$ cat config.mk
export PLATFORM = sky130hd
export DESIGN_NAME = rcon_sequencer
export DESIGN_NICKNAME = d
export VERILOG_FILES = /design/src/rtl/aes_key_pkg.sv /design/src/rtl/gf_xtime.sv /design/src/rtl/rcon_sequencer.sv
export SDC_FILE = /design/constraint.sdc
export NUM_CORES = 1
export LEC_CHECK = 0
export ABC_AREA = 0
export CAP_MARGIN = 15
export CORE_MARGIN = 2
export CORE_UTILIZATION = 46
export CTS_CLUSTER_SIZE = 12
export DETAILED_ROUTE_END_ITERATION = 8
export PLACE_DENSITY_LB_ADDON = 0.1
export REMOVE_ABC_BUFFERS = 1
export SKIP_CTS_REPAIR_TIMING = 1
export SYNTH_ARGS = -nofsm -noshare
export SYNTH_HDL_FRONTEND = slang
export SYNTH_SLANG_ARGS = --single-unit
$ cat constraint.sdc
create_clock -name clk -period 2.2 [get_ports clk]
set_clock_uncertainty 0.15 [all_clocks]
set_input_delay 0.44 -clock clk [delete_from_list [all_inputs] [get_ports clk]]
set_output_delay 0.44 -clock clk [all_outputs]
set_load 0.01 [all_outputs]
$ cat src/rtl/aes_key_pkg.sv
// Shared AES key-schedule definitions.
// Contents: key-length mode encodings, Nk/Nr lookup per mode, the sequencer
// state enum and the GF(2^8) reduction constant used by xtime.
package aes_key_pkg;

  localparam logic [1:0] MODE_AES128 = 2'b00;
  localparam logic [1:0] MODE_AES192 = 2'b01;
  localparam logic [1:0] MODE_AES256 = 2'b10;
  localparam logic [1:0] MODE_RSVD   = 2'b11;

  // x^8 + x^4 + x^3 + x + 1 with the x^8 term dropped
  localparam logic [7:0] GF_POLY = 8'h1B;

  typedef enum logic [0:0] {
    IDLE = 1'b0,
    RUN  = 1'b1
  } state_e;

  // Key length in 32-bit words; reserved mode maps to 8 but is never latched
  function automatic logic [3:0] nk_of(input logic [1:0] m);
    case (m)
      MODE_AES128: nk_of = 4'd4;
      MODE_AES192: nk_of = 4'd6;
      default:     nk_of = 4'd8;
    endcase
  endfunction

  function automatic logic [3:0] nr_of(input logic [1:0] m);
    case (m)
      MODE_AES128: nr_of = 4'd10;
      MODE_AES192: nr_of = 4'd12;
      default:     nr_of = 4'd14;
    endcase
  endfunction

  // Index of the final expanded-key word: 4*(Nr+1)-1 (43, 51 or 59)
  function automatic logic [5:0] last_idx_of(input logic [1:0] m);
    logic [5:0] nr6;
    nr6 = {2'b00, nr_of(m)};
    last_idx_of = ((nr6 + 6'd1) << 2) - 6'd1;
  endfunction

endpackage

$ cat src/rtl/gf_xtime.sv
// Multiply-by-x in GF(2^8) with the AES polynomial.
// Ports:
//   in  - 8-bit field element
//   out - in * x mod (x^8 + x^4 + x^3 + x + 1)
module gf_xtime
  import aes_key_pkg::*;
(
  input  logic [7:0] in,
  output logic [7:0] out
);

  assign out = {in[6:0], 1'b0} ^ (in[7] ? GF_POLY : 8'h00);

endmodule

$ cat src/rtl/rcon_sequencer.sv
// AES key-expansion beat sequencer. After a start in IDLE it streams one beat
// per expanded-key word i = Nk .. 4*(Nr+1)-1 with the flags telling the
// consumer which transform applies to that word, under valid/ready flow control.
// Ports:
//   clk, rst_n          - clock, asynchronous active-low reset
//   start, mode         - begin a sequence for the given key length (11 = error)
//   out_ready           - consumer accepts the current beat
//   out_valid           - beat fields valid
//   word_idx            - expanded-key word index of the beat
//   rcon                - round constant, byte in the top 8 bits, 0 unless rot_sub
//   rot_sub, sub_only   - i mod Nk == 0 / (Nk == 8 and i mod 8 == 4)
//   last                - final beat of the sequence
//   busy, done, err     - RUN state, end-of-sequence pulse, reserved-mode pulse
module rcon_sequencer
  import aes_key_pkg::*;
#(
  parameter int unsigned RCON_W = 32,
  parameter int unsigned IDX_W  = 6
) (
  input  logic              clk,
  input  logic              rst_n,
  input  logic              start,
  input  logic [1:0]        mode,
  input  logic              out_ready,
  output logic              out_valid,
  output logic [IDX_W-1:0]  word_idx,
  output logic [RCON_W-1:0] rcon,
  output logic              rot_sub,
  output logic              sub_only,
  output logic              last,
  output logic              busy,
  output logic              done,
  output logic              err
);

  state_e             state_q;
  logic [3:0]         nk_q;
  logic [IDX_W-1:0]   last_idx_q;
  logic [IDX_W-1:0]   idx_q;
  logic [2:0]         phase_q;     // i mod Nk
  logic [7:0]         rcon_byte_q; // constant for the next rot_sub beat
  logic [7:0]         rcon_byte_next;
  logic               done_q;
  logic               err_q;
  logic               xfer;
  logic               phase_wrap;

  gf_xtime u_xtime (
    .in  (rcon_byte_q),
    .out (rcon_byte_next)
  );

  assign busy       = (state_q == RUN);
  assign out_valid  = busy;
  assign xfer       = out_valid && out_ready;
  assign phase_wrap = (phase_q == 3'(nk_q - 4'd1));

  // Beat fields are gated by busy so stale counters never leak out in IDLE
  always_comb begin
    word_idx = busy ? idx_q : '0;
    rot_sub  = busy && (phase_q == 3'd0);
    sub_only = busy && (nk_q == 4'd8) && (phase_q == 3'd4);
    last     = busy && (idx_q == last_idx_q);
    rcon     = '0;
    if (rot_sub) begin
      rcon[RCON_W-1 -: 8] = rcon_byte_q;
    end
  end

  assign done = done_q;
  assign err  = err_q;

  always_ff @(posedge clk or negedge rst_n) begin
    if (!rst_n) begin
      state_q     <= IDLE;
      nk_q        <= 4'd0;
      last_idx_q  <= '0;
      idx_q       <= '0;
      phase_q     <= 3'd0;
      rcon_byte_q <= 8'h00;
      done_q      <= 1'b0;
      err_q       <= 1'b0;
    end else begin
      done_q <= 1'b0;
      err_q  <= 1'b0;
      case (state_q)
        IDLE: begin
          if (start) begin
            if (mode == MODE_RSVD) begin
              err_q <= 1'b1;
            end else begin
              state_q     <= RUN;
              nk_q        <= nk_of(mode);
              last_idx_q  <= IDX_W'(last_idx_of(mode));
              idx_q       <= IDX_W'(nk_of(mode));
              phase_q     <= 3'd0;
              rcon_byte_q <= 8'h01;
            end
          end
        end
        RUN: begin
          if (xfer) begin
            idx_q   <= idx_q + IDX_W'(1);
            phase_q <= phase_wrap ? 3'd0 : phase_q + 3'd1;
            if (phase_q == 3'd0) begin
              rcon_byte_q <= rcon_byte_next;
            end
            if (last) begin
              state_q <= IDLE;
              done_q  <= 1'b1;
            end
          end
        end
        default: state_q <= IDLE;
      endcase
    end
  end

endmodule

# == Word-level counts from Yosys, hierarchy flattened ==
# Cells that the tools add are included.
# totals
output_inout_bits,45
in_bits,6
ram_bits,0
rom_bits,0
word_cells,69
latchBits,0
n_memories,0
regBits,30
# classes
bitwise_logic,3
multipliers,0
add_sub_neg,5
n_eq_ne,10
reduce_logical,10
n_mux,33
div,0
n_shift,0
n_lt_le_gt_ge,0
# ops
cell,count
$mux 8,5
$mux 6,4
$pmux 8 s2,1
$mux 3,4
$mux 4,3
$pmux 3 s2,2
$pmux 6 s2,1
$mux 1,10
$pmux 4 s2,1
$xor 8x8->8,1
$add 6x1->6 const B,1
$eq 6x6->1,1
$reduce_and 3->1,2
$sub 6x1->6 const B,1
$logic_and 1x1->1,5
$mux 5,1
$add 4x1->4 const B,1
$eq 4x4->1 const B,1
$ne 2x1->1 const B,2
$ne 2x2->1 const B,2
$reduce_and 4->1,1
$add 3x1->3 const B,1
$eq 3x3->1,1
$eq 3x3->1 const B,1
7 further kinds,8

# == Logic depth before layout (Yosys ltp) ==
# depth
ltp_word,7
mapped_depth,7
mapped_depth_nobuf,6

# == Modules after synthesis ==
# From an unflattened synthesis, not the netlist that was laid out.
# hier_totals
cells_unflattened,178
hier_area_um2,1604.0
# modules_own_cells
module,cells_each,area_per_inst_um2,n_inst,seq_area_each_um2
rcon_sequencer,170,1540.2,1,650.6
gf_xtime,8,63.8,1,0.0

# == Worst setup path after synthesis ==
# OpenSTA, ideal clock, no wires.
# synth_path
path_type,register -> output
from,register idx_q[1]
to,output last
arrival_ps,1154
stages_incl_launch_ff,3
setup_slack_ps,456
n_path_buf,0
t_required_ps,1610
path_cell_list,dfrtp_1 -> or4_1 -> a21oi_2
# synth_between
elab_chain_len,2
# synth_rtl
element,line_no,source
"start, declared",rcon_sequencer.sv:39,logic [IDX_W-1:0] idx_q;
"start signal, assigned",rcon_sequencer.sv:95,idx_q <= IDX_W'(nk_of(mode));
"start signal, assigned",rcon_sequencer.sv:103,idx_q <= idx_q + IDX_W'(1);
$eq 6x6->1,rcon_sequencer.sv:63,last = busy && (idx_q == last_idx_q);
$logic_and 1x1->1,rcon_sequencer.sv:63,
"end, declared",rcon_sequencer.sv:30,"output logic last,"
# No other way between the ends.

# == Worst setup path in the final report ==
# layout_path
from,register idx_q[5]
to,output last
# The elaborated chain is that of the path after synthesis.

==> summary.md <==
| Metric | Value |
|---|---|
| Outcome | completed |
| Placed cell count | 254 |
| CTS tree | yes |
| Final nets | 225 |
| Max Fclk | 467 MHz |
| Post-synth EDFFs | 0 |
| Setup Viol. Count Final | 0 |
| Sequential share of the synthesized area | 40.9% |
| Clock Latency Late Sink | 0.33 ns |
| Num ports | 51 |
| Vias | 1,230 |
| Largest net degree at the start of global routing | 27 |
| Std-Cell Rows | 21 |
| Tcrit/Tclk final | 97.3% |
| Ys Warns | 0 |
| Final WL | 3120 µm |
| Vias per inst | 4.73 |
| Area leader, netlist | dfrtp_1 |
| Final std cells w/o fill | 260 |
| Core area | 0.00334 mm² |
| Placed instance area | 0.00189 mm² |
| Critical path's slowest cell | or4_4 |
| GP Congestion | 0.809 |
| PortBufs | 26 |
| Pwr dens | 1060 mW/mm² |
| Async SR Flop Fraction | 100% |
| Max Root-Sink Buffers | 2 |
| WP data required | 1.61 ns |
| Max Cap Violations | 0 |
| Ranking of synthesized cells by area | dfrtp_1 (41%), buf_4 (12%), xor2_1 (3.9%) |
| Ys flop type | dfrtp_1 |
| TNS Setup | 0 ns |
| DRT Pass-1 Iters | 4 |
| Post-DRT Antenna Nets | 0 |
| Crit path cell chain | or4_4, a21oi_2, buf_2 |
| DRC | 0 |
| Fill cell count | 311 |
| Synth Instances | 174 |
| CTS Root Buffer Type | clkbuf_4 |
| Syn_area_per_cell | 9.15 µm² |
| Diodes inserted | 0 |
| Vert. Die Dim | 62.8 µm |
| Crit path capture type | output port |
| Layout area overhead | 25.5% |
| Lkg Pwr | 1.13 nW |
| Number of distinct library cells after synthesis | 34 |
| CP max FO | 2 |
| VDD IR-drop max | 0.466 mV |
| Slew Limit Fails | 0 |
| CTS buffer count | 3 |
| Initial antenna violation count | 0 |
| CP Buf/Inv Count | 1 |
| Unrepaired setup endpoints after global routing | yes |
| CP top delay family | simple AND/OR/NAND/NOR gates |
| GRT overflow | 0 |
| Clk sinks | 26 |
| Flops & latches, synth | 26 |
| CTS H-Tree Depth | 1 |
| Full die area | 0.00395 mm² |
| CP Launch Type | register |
| Arr. time, crit path | 1.55 ns |
| Max incr delay on CP | 0.53 ns |
| Initial drt markers | 48 |
| Layout cells sized above 1 | 18.2% |
| Min-delay worst type | input port to async pin |
| Die W | 62.8 µm |
| Starting density of the core | 47.7% |
| DP Wirelength | 2320 µm |
| Synth top area share | 40.9% |
| Tmin final | 2.14 ns |
| Number of global-route vias before repair | 1,180 |
| WS Path Type | register to output port |
| Final Cell Area | 0.00200 mm² |
| First-pass GRT wire length | 5390 µm |
| Routed length per instance | 12.0 µm |
| Tot GR Track Use | 16.8% |
| Clock-pin slew on the worst setup and hold paths | 0.14 ns |
| Final hold viol count | 0 |
| Post-Syn Area | 0.00159 mm² |
[cells by family after synthesis]
logic type	Yosys count	synth area share [%]
other	1	0.236
buffers and inverters	45	17.8
DFF	26	40.9
xor gates and xnor gates	9	4.95
muxes	1	0.707
and+or+nand+nor	58	19.5
adders and majority gates	4	3.14
AOI/OAI and AO/OA	30	12.8
[cell usage after synthesis, types with 3 or more instances]
library cell and number:
nor2_1 10, nand2_1 7, o21ai_0 9, inv_1 14, nand2b_1 5, o21ai_1 8
and2_1 9, a21oi_2 3, dfrtp_1 26, nor3_1 7, nand3_1 11, xor2_1 7
ha_1 4, buf_4 26
[flip-flops by register name, indices dropped and copies added (netlist names)]
| name | count |
|---|---|
| busy | 1 |
| done | 1 |
| err | 1 |
| idx_q | 6 |
| last_idx_q | 3 |
| nk_q | 3 |
| phase_q | 3 |
| rcon_byte_q | 8 |
[layout make-up]
class / instances / area [µm²] / share of cell area [%]
clock buffer: 4 / 36.3 / 1.82
inverter: 14 / 52.6 / 2.63
multi-input combinational: 126 / 763 / 38.2
sequential: 26 / 652 / 32.6
tap: 46 / 57.6 / 2.88
timing repair buffer: 44 / 435 / 21.8
[metrics by stage]
step | hold WS, ns | power [mW] | utilization (%) | setup slack, ns
after global routing | 0.350 | 2.30 | 59.8 | -0.0248
after floorplan | -0.00559 | 1.42 | - | 0.202
after global placement | 0.320 | 1.82 | 56.5 | 0.0171
after detailed placement | 0.342 | 1.85 | 56.5 | -0.0321
final | 0.314 | 2.12 | 59.8 | 0.0585
after CTS | 0.327 | 2.10 | 57.6 | -0.422
[placed cells by master (no fill, tap or decap), types with 5 or more instances in the layout]
cell type / instances
nand2_1: 6
nor2_1: 10
o21ai_0: 9
inv_1: 14
conb_1: 24
nor3_1: 6
nand2b_1: 5
and2_1: 9
clkdlybuf4s50_1: 9
dlymetal6s2s_1: 15
o21ai_1: 8
dfrtp_1: 25
buf_4: 17
xor2_1: 7
nand3_1: 11
[report_power, final]
part | internal [mW] | switching [mW] | leakage, nW
Clock | 0.101 | 0.150 | 0.0210
Combinational | 0.554 | 0.516 | 0.790
Sequential | 0.659 | 0.142 | 0.317
Total | 1.31 | 0.809 | 1.13
[metal layers]
| layer | global-route usage (%) | part of all wire (%) |
|---|---|---|
| met5 | 0 | 0 |
| met4 | 6.11 | 1.3 |
| met3 | 2.70 | 4.9 |
| met2 | 28.4 | 48 |
| met1 | 21.7 | 45 |
[worst paths after layout]
check | startpoint | end | slack (ns) | cells past startpoint
worst max-delay path | idx_q[5] | last | 0.06 | 3
worst min-delay path | rst_n | idx_q[5] | 0.31 | 2
worst max register to register | busy | idx_q[2] | 0.37 | 5
worst min register to register | nk_q[2] | nk_q[2] | 0.38 | 2
max in group asynchronous | rst_n | busy | 1.32 | 2
min in group clk | nk_q[2] | nk_q[2] | 0.38 | 2
Power figures use the tool's default switching activity.
